`config.mk`:
```
export PLATFORM = sky130hd
export DESIGN_NAME = mux_scan_n
export DESIGN_NICKNAME = d
export VERILOG_FILES = /design/src/rtl/mux_scan_n.sv
export SDC_FILE = /design/constraint.sdc
export NUM_CORES = 1
export LEC_CHECK = 0
export ABC_AREA = 0
export CAP_MARGIN = 10
export CORE_AREA = 3 3 121 94
export DETAILED_ROUTE_END_ITERATION = 6
export DIE_AREA = 0 0 124 97
export PLACE_DENSITY = 0.78
export SKIP_CTS_REPAIR_TIMING = 1
export SLEW_MARGIN = 5
export SYNTH_ARGS = -nofsm -noshare
export SYNTH_HDL_FRONTEND = slang
export SYNTH_SLANG_ARGS = --single-unit
```
`constraint.sdc`:
```
create_clock -name clk -period 3 [get_ports clk]
set_input_delay 0.6 -clock clk [delete_from_list [all_inputs] [get_ports clk]]
set_output_delay 0.6 -clock clk [all_outputs]
set_load 0.02 [all_outputs]
```
`src/rtl/mux_scan_n.sv`:
```
// mux_scan_n: registered N:1 channel mux with manual select and auto-scan.
// Auto-scan steps through unmasked channels, holding each for DWELL cycles.
//
// Ports:
//   clk, rst_n   rising-edge clock, async active-low reset
//   in_bus       CHANNELS x WIDTH packed channel data (channel k at k*WIDTH)
//   enable       1 = advance and update outputs, 0 = freeze
//   mode         0 = manual (sel_in), 1 = auto-scan (chan_mask)
//   sel_in       manual channel index
//   chan_mask    1 = channel included in auto-scan
//   out_data     registered data of the presented channel
//   out_sel      index of the presented channel
//   out_valid    out_data/out_sel meaningful this cycle
//   scan_wrap    pulse when the scan returns to the lowest unmasked channel
//   out_parity   XOR of out_data (only with MUX_SCAN_PARITY_EN defined)
//
// Optional feature macro: MUX_SCAN_PARITY_EN
module mux_scan_n #(
    parameter int WIDTH    = 8,
    parameter int CHANNELS = 16,
    parameter int SEL_W    = $clog2(CHANNELS),
    parameter int DWELL    = 4
) (
    input  logic                      clk,
    input  logic                      rst_n,
    input  logic [CHANNELS*WIDTH-1:0] in_bus,
    input  logic                      enable,
    input  logic                      mode,
    input  logic [SEL_W-1:0]          sel_in,
    input  logic [CHANNELS-1:0]       chan_mask,
    output logic [WIDTH-1:0]          out_data,
    output logic [SEL_W-1:0]          out_sel,
    output logic                      out_valid,
    output logic                      scan_wrap
`ifdef MUX_SCAN_PARITY_EN
    ,
    output logic                      out_parity
`endif
);

    localparam int DW = (DWELL > 1) ? $clog2(DWELL) : 1;

    typedef enum logic [1:0] {IDLE, MANUAL, SCAN} state_t;

    state_t            st_q, st_d;
    logic [SEL_W-1:0]  idx_q, idx_d;
    logic [DW-1:0]     dw_q, dw_d;
    // set while the mask is empty: next non-empty mask restarts at lowest
    logic              rs_q, rs_d;
    logic [WIDTH-1:0]  data_d;
    logic [SEL_W-1:0]  sel_d;
    logic              valid_d;
    logic              wrap_d;
    logic [SEL_W-1:0]  lowest;
    logic [SEL_W-1:0]  higher;
    logic              has_higher;
    logic [WIDTH-1:0]  chans [CHANNELS];

    for (genvar k = 0; k < CHANNELS; k++) begin : g_chan
        assign chans[k] = in_bus[k*WIDTH +: WIDTH];
    end

    // lowest unmasked channel, and nearest unmasked channel above idx_q
    always_comb begin
        lowest     = '0;
        higher     = '0;
        has_higher = 1'b0;
        for (int k = CHANNELS - 1; k >= 0; k--) begin
            if (chan_mask[k]) begin
                lowest = SEL_W'(k);
                if (k > int'(idx_q)) begin
                    higher     = SEL_W'(k);
                    has_higher = 1'b1;
                end
            end
        end
    end

    always_comb begin
        st_d    = st_q;
        idx_d   = idx_q;
        dw_d    = dw_q;
        rs_d    = rs_q;
        data_d  = out_data;
        sel_d   = out_sel;
        valid_d = 1'b0;
        wrap_d  = 1'b0;
        if (enable) begin
            if (!mode) begin
                st_d  = MANUAL;
                dw_d  = '0;
                rs_d  = 1'b0;
                sel_d = sel_in;
                if (int'(sel_in) < CHANNELS) begin
                    data_d  = chans[sel_in];
                    valid_d = 1'b1;
                end else begin
                    data_d = '0;
                end
            end else begin
                st_d = SCAN;
                if (chan_mask == '0) begin
                    dw_d = '0;
                    rs_d = 1'b1;
                end else if (st_q != SCAN || rs_q) begin
                    idx_d   = lowest;
                    dw_d    = '0;
                    rs_d    = 1'b0;
                    valid_d = 1'b1;
                end else if (!chan_mask[idx_q] ||
                             dw_q == DW'(DWELL - 1)) begin
                    // no higher channel means we wrap (also the
                    // single-channel case, where lowest == idx_q)
                    idx_d   = has_higher ? higher : lowest;
                    wrap_d  = !has_higher;
                    dw_d    = '0;
                    valid_d = 1'b1;
                end else begin
                    dw_d    = dw_q + 1'b1;
                    valid_d = 1'b1;
                end
                if (valid_d) begin
                    sel_d  = idx_d;
                    data_d = chans[idx_d];
                end
            end
        end
    end

`ifdef MUX_SCAN_PARITY_EN
    logic par_d;

    always_comb begin
        par_d = out_parity;
        if (valid_d) begin
            par_d = ^data_d;
        end else if (enable && !mode) begin
            par_d = 1'b0;
        end
    end

    always_ff @(posedge clk or negedge rst_n) begin
        if (!rst_n) begin
            out_parity <= 1'b0;
        end else begin
            out_parity <= par_d;
        end
    end
`endif

    always_ff @(posedge clk or negedge rst_n) begin
        if (!rst_n) begin
            st_q      <= IDLE;
            idx_q     <= '0;
            dw_q      <= '0;
            rs_q      <= 1'b0;
            out_data  <= '0;
            out_sel   <= '0;
            out_valid <= 1'b0;
            scan_wrap <= 1'b0;
        end else begin
            st_q      <= st_d;
            idx_q     <= idx_d;
            dw_q      <= dw_d;
            rs_q      <= rs_d;
            out_data  <= data_d;
            out_sel   <= sel_d;
            out_valid <= valid_d;
            scan_wrap <= wrap_d;
        end
    end

endmodule
```
==> results of run 1 <==
[power groups by stage]
stage / clock network, W / logic [W] / registers (W)
6_report: 0.000305 / 0.00158 / 0.000407
5_1_grt: 0.000321 / 0.00168 / 0.000414
4_1_cts: 0.000303 / 0.00136 / 0.000402
3_5_place_dp: 0 / 0.00136 / 0.000406
3_3_place_gp: 0 / 0.00134 / 0.000405
2_1_floorplan: 0 / 0.000718 / 0.000432
[worst register-to-register path, stage by stage, from the launching register on]
cell	delay, ns
dfrtp_1	0.40
buf_12	0.15
buf_6	0.14
mux2_4	0.30
nand3_1	0.08
a41o_1	0.17
o31a_1	0.21
buf_6	0.15
o31a_1	0.15
o211a_4	0.19
buf_12	0.16
buf_12	0.15
mux2i_2	0.26
a22oi_2	0.12
a221oi_2	0.29
a211oi_2	0.06
[cell families after synthesis]
group                    count (synthesis)  share of synthesized area (%)
AO/OA/AOI/OAI                          136                          24.46
flip-flops                              23                          13.89
adder cells (fa/ha/maj)                  1                         0.3020
AND/OR/NAND/NOR                         94                          12.08
multiplexers                           129                          42.22
buffers and inverters                   52                          7.037
[sequential cells by signal, indices dropped and copies added, names as in the netlist]
signal     count
idx_q          4
st_q           2
dw_q           2
rs_q           1
out_valid      1
out_data       8
out_sel        4
scan_wrap      1
[metrics by stage]
step | setup slack [ns] | cell area, um2
2_1_floorplan | 0.01127 | 4143
3_3_place_gp | -0.8262 | 6447
3_5_place_dp | -0.7891 | 6447
4_1_cts | -0.5146 | 6528
5_1_grt | -0.1977 | 7067
6_report | -0.08054 | 7067
[cell type report]
class	count	share of cell area (%)
clock inverter	1	0.07082
clock buffer	3	1.062
tap	136	2.408
timing repair buffer	269	37.73
inverter	12	0.6374
multi-input combinational	360	49.93
sequential	23	8.162
[worst paths after layout]
check,end,depth (start not counted),slack (ns),from
max,out_data[2],15,-0.08,idx_q[1]
min,dw_q[0],1,0.49,dw_q[0]
max reg2reg,out_data[2],15,-0.08,idx_q[1]
min reg2reg,dw_q[0],1,0.49,dw_q[0]
max in group asynchronous,idx_q[0],2,2.01,rst_n
min in group asynchronous,out_data[2],2,0.71,rst_n
[cell usage in the layout (no fill, tap or decap), types with 7 or more instances in the layout]
cell type	synthesis	layout
clkbuf_16	0	7
a211oi_1	10	8
mux2i_2	0	7
dfrtp_1	23	22
buf_12	0	7
a22oi_1	20	16
a21oi_1	13	12
inv_1	12	12
mux2i_1	87	79
mux4_2	36	36
a221oi_2	1	10
o21ai_0	23	22
nand2_1	20	18
clkdlybuf4s50_1	0	148
buf_6	7	9
nand2b_1	8	7
dlymetal6s2s_1	0	15
nor2_1	23	22
buf_4	4	82
[metal layers]
| metal | global-route usage [%] | vias up |
|---|---|---|
| li1 | - | 2233 |
| met2 | 41.09 | 245 |
| met4 | 5.976 | 0 |
| met3 | 5.494 | 39 |
| met5 | 0 | - |
| met1 | 35.60 | 2422 |
==> flow_summary.toml, run 1 <==
[status]
status = "finished with violations"
violations = "negative setup slack"

[synthesis]
synth.area.top_cells = "mux2i_1 21%, mux4_2 20%, dfrtp_1 14%, a22oi_1 3.6%, o21ai_0 2.8%"
synth_top_area_cell = "mux2i_1"
synth_seq_cells = 23
ys_seq_area_share_pct = 13.89
netlist_area_um2 = 4143
synth.most_common_cell = "mux2i_1"
synth.avg_cell_area_um2 = 9.524
syn_inst = 435
yosys-top-cells-count = "87 x mux2i_1, 36 x mux4_2, 23 x dfrtp_1, 23 x nor2_1, 23 x o21ai_0"
ys_warn_count = 0
synth_flop_cell = "dfrtp_1"
yosys.area.top_type_share_pct = 21.02
async_reset_ff_share_pct = 100.0
synth.distinct_cells = 73
synth_nets = 588
synth_edf_count = 0

[timing]
fin_skew_ns = 0.007858
post-route-period-util_pct = 102.7
worst_slack_ns = -0.08054
rsz0062_at_grt = "yes"
drv_slew = 0
slew_headroom_pct = 69.45
worst_pin_slew_ns = 0.4511
min_period_ns = 3.081
max_freq_ghz = 0.3246
setup_violations = 8
tns_ns = -0.3247
holdWs_ns = 0.4880
hold_violations = 0

[finish]
layout-drive-gt1-share_pct = 31.59
stdcell_count = 804
multi_input_area_um2 = 3528
syn_to_final_growth_pct = 70.58
finalCoreUtilization_pct = 68.95
nFillCells = 778
seqCellArea_um2 = 576.8
antenna_cells = 0
final_nets = 822

[grt]
grt_overflow_total = 0
grtUsageTotal_pct = 25.74
grt_antenna_before_repair = 0
grt_pass1_wl_mm = 24.98
grt_pass1_vias = 4953
grt_max_degree = 26

[drt]
ant_nets = 0
drt_wl_total_mm = 17.21
wl_met2_mm = 8.421
wl_met1_mm = 7.059
vias_per_cell = 6.143
vias = 4939
drt_iter0_markers = 422
drtPass1Iterations = 5
met3_length_mm = 1.377
maxUsedRoutingLayer = "met4"
drc = 0
post_drt_wl_per_cell_um = 21.41

[pwr]
p_comb_share_pct = 69.0
p_switching_w = 0.0008784
power_density_nw_per_um2 = 324.9
p_int_w = 0.001418
p_total_w = 0.002296
swShare_pct = 38.25
clkPwrFrac_pct = 13.3
p_leak_nw = 2.941
seqPwrFrac_pct = 17.7
irDropWorstVdd_uv = 231.5

[die]
num_io_pins = 166
initial_utilization_pct = 40.42
dieArea_um2 = 12030
core-area_um2 = 10250
die_y_um = 97
rows = 32
die_w_um = 124

[setup_path]
path_max_fanout = 9
worstPathArrival_ns = 3.23
cpMostUsedCell = "buf_12"
path_buf_inv = 5
crit_type = "register to register"
critPathTopFamily = "compound AO/OA/AOI/OAI gates"
worst_setup_path_start_kind = "register"
endpoint_kind = "register"
critical_path.cell_chain = "buf_12, buf_6, mux2_4, nand3_1, a41o_1, o31a_1, buf_6, o31a_1, o211a_4, buf_12, buf_12, mux2i_2, a22oi_2, a221oi_2, a211oi_2"
critPathRequiredTime_ns = 3.15
cpPeakStageDelay_ns = 0.40
critPathSlowestCell = "dfrtp_1"

[clock_tree]
cts.htree.levels = 1
numCtsBuffers = 3
clk_latency_ns = 0.27
clk_pin_slew_worst_paths_ns = 0.07
clock_path_buffers = 2
cts_tree = "built"
cts-root-buf = "clkbuf_16"
cts_sinks = 23

[min_path]
hp-class = "register to register"

[place]
place_congestion = 0.9272
dp_hpwl_mm = 13.04
io_buffers = 165
dp_cells = 784

[run]
cap_violations = 0
Power figures use the tool's default switching activity.
==> run 2, diff against run 1 <==
Settings changed: CELL_PAD_IN_SITES_DETAIL_PLACEMENT set to 2, CELL_PAD_IN_SITES_GLOBAL_PLACEMENT set to 2, CORE_AREA 3 3 121 94 to 3 3 159 123, DIE_AREA 0 0 124 97 to 0 0 162 126, PLACE_DENSITY 0.78 to not set, PLACE_DENSITY_LB_ADDON set to 0.1.
==> flow_summary.toml, run 2 (synthesized netlist as in run 1, its figures left out) <==
[status]
status = "finished with violations"
violations = "negative setup slack"

[drt]
drc = 0
vias_per_cell = 5.202
drt_iter0_markers = 201
drt_wl_total_mm = 21.26
vias = 4848
drtPass1Iterations = 4
post_drt_wl_per_cell_um = 22.81
ant_nets = 0

[setup_path]
crit_type = "register to register"
endpoint_kind = "register"
critPathSlowestCell = "dfrtp_1"
cpMostUsedCell = "buf_4"
cpPeakStageDelay_ns = 0.40
critPathTopFamily = "compound AO/OA/AOI/OAI gates"
worst_setup_path_start_kind = "register"
critical_path.cell_chain = "buf_12, buf_4, and4_4, buf_4, a211oi_2, o21ai_1, a32o_2, nand4_1, o211a_4, buf_12, buf_4, mux2i_1, mux2i_1, a211oi_1, a21oi_1"
path_buf_inv = 5
critPathRequiredTime_ns = 3.15
path_max_fanout = 10
worstPathArrival_ns = 3.38

[timing]
hold_violations = 0
fin_skew_ns = 0.004441
holdWs_ns = 0.4981
rsz0062_at_grt = "yes"
tns_ns = -1.608
drv_slew = 0
setup_violations = 8
max_freq_ghz = 0.3095
min_period_ns = 3.231
slew_headroom_pct = 64.93
worst_pin_slew_ns = 0.5252
worst_slack_ns = -0.2306
post-route-period-util_pct = 107.7

[grt]
grt_pass1_wl_mm = 31.74
grt_pass1_vias = 5479
grt_max_degree = 31
grtUsageTotal_pct = 19.43
grt_antenna_before_repair = 0
grt_overflow_total = 0

[clock_tree]
clk_pin_slew_worst_paths_ns = 0.07
clk_latency_ns = 0.27
numCtsBuffers = 3
cts_tree = "built"
clock_path_buffers = 2
cts_sinks = 23
cts.htree.levels = 1
cts-root-buf = "clkbuf_16"

[place]
dp_hpwl_mm = 17.00
io_buffers = 165
place_congestion = 0.8377

[pwr]
irDropWorstVdd_uv = 205.8
p_leak_nw = 3.038
power_density_nw_per_um2 = 324.3

[finish]
layout_commonest_cell = "clkdlybuf4s50_1"
largest_register_ffs = 8
antenna_cells = 0
reg_top3 = "out_data: 8 flops, idx_q: 4 flops, out_sel: 4 flops"
nFillCells = 1935
layout-drive-gt1-share_pct = 36.79
syn_to_final_growth_pct = 81.82
top_register = "out_data"
layout_common_cells = "148 x clkdlybuf4s50_1, 97 x buf_4, 68 x mux2i_1, 36 x mux4_2, 22 x nor2_1"
final_nets = 839
finalCoreUtilization_pct = 41.42

[die]
dieArea_um2 = 20410
num_io_pins = 166
initial_utilization_pct = 22.78
rows = 43
die_w_um = 162
core-area_um2 = 18180
die_y_um = 126

[run]
cap_violations = 0

[min_path]
hp-class = "register to register"
[run 2: worst register-to-register path: stages (launching register included)]
cell and delay [ns]:
dfrtp_1 0.40, buf_12 0.16, buf_4 0.15, and4_4 0.19, buf_4 0.13, a211oi_2 0.18
o21ai_1 0.16, a32o_2 0.30, nand4_1 0.14, o211a_4 0.33, buf_12 0.17, buf_4 0.13
mux2i_1 0.19, mux2i_1 0.12, a211oi_1 0.29, a21oi_1 0.07
[run 2: stage by stage]
step	std cells	setup WS [ns]	total power, W	area [um2]
floorplan	435	0.01127	0.001150	4143
global placement	914	-0.8594	0.001851	6741
detailed placement	914	-0.9463	0.001883	6741
CTS	918	-0.7091	0.002205	6822
global route	932	-0.3805	0.002586	7532
finish	932	-0.2306	0.002442	7532
[run 2: where the power goes]
| part | switching [W] | total [W] | internal (W) |
|---|---|---|---|
| combinational | 0.000790 | 0.00172 | 0.000927 |
| sequential | 0.0000518 | 0.000408 | 0.000357 |
| clock | 0.000136 | 0.000317 | 0.000181 |
| total | 0.000978 | 0.00244 | 0.00146 |
[run 2: path summary, 6_finish.rpt]
kind,end,startpoint,slack [ns],depth (start not counted)
worst max-delay path,out_data[1],idx_q[1],-0.23,15
worst min-delay path,dw_q[0],dw_q[0],0.50,1
worst max register to register,out_data[1],idx_q[1],-0.23,15
worst min register to register,dw_q[0],dw_q[0],0.50,1
max in group asynchronous,idx_q[0],rst_n,2.01,2
min in group asynchronous,out_sel[1],rst_n,0.70,2
[run 2: cell type report]
class / count / area [um2] / area share [%]
sequential: 23 / 578.1 / 7.674
multi-input combinational: 361 / 3724 / 49.44
inverter: 12 / 45.04 / 0.5980
clock buffer: 3 / 75.07 / 0.9967
timing repair buffer: 285 / 2796 / 37.13
tap: 247 / 309.0 / 4.103
clock inverter: 1 / 5.005 / 0.06645
[run 2: routing by layer]
metal	track usage, %	part of all wire (%)
met1	28.63	48
met2	31.74	47
met3	2.532	4.2
met4	1.454	0.36
met5	0	0
==> run 3, diff against run 2 <==
--- a/config.mk
+++ b/config.mk
@@ -11,4 +11,5 @@
 export CELL_PAD_IN_SITES_GLOBAL_PLACEMENT = 2
 export CORE_AREA = 3 3 159 123
+export CTS_CLUSTER_DIAMETER = 40
 export DETAILED_ROUTE_END_ITERATION = 6
 export DIE_AREA = 0 0 162 126
==> constraint.sdc (replaced) <==
create_clock -name clk -period 3 [get_ports clk]
set_input_delay 0.6 -clock clk [delete_from_list [all_inputs] [get_ports clk]]
set_output_delay 0.6 -clock clk [all_outputs]
set_load 0.05 [all_outputs]
==> results of run 3 <==
The final DEF is identical to that of run 2. Status: finished with violations: negative setup slack.
Among the figures that moved: total power 0.002442 W -> 0.002519 W; worst IR drop on VDD 205.8 uV -> 207.8 uV
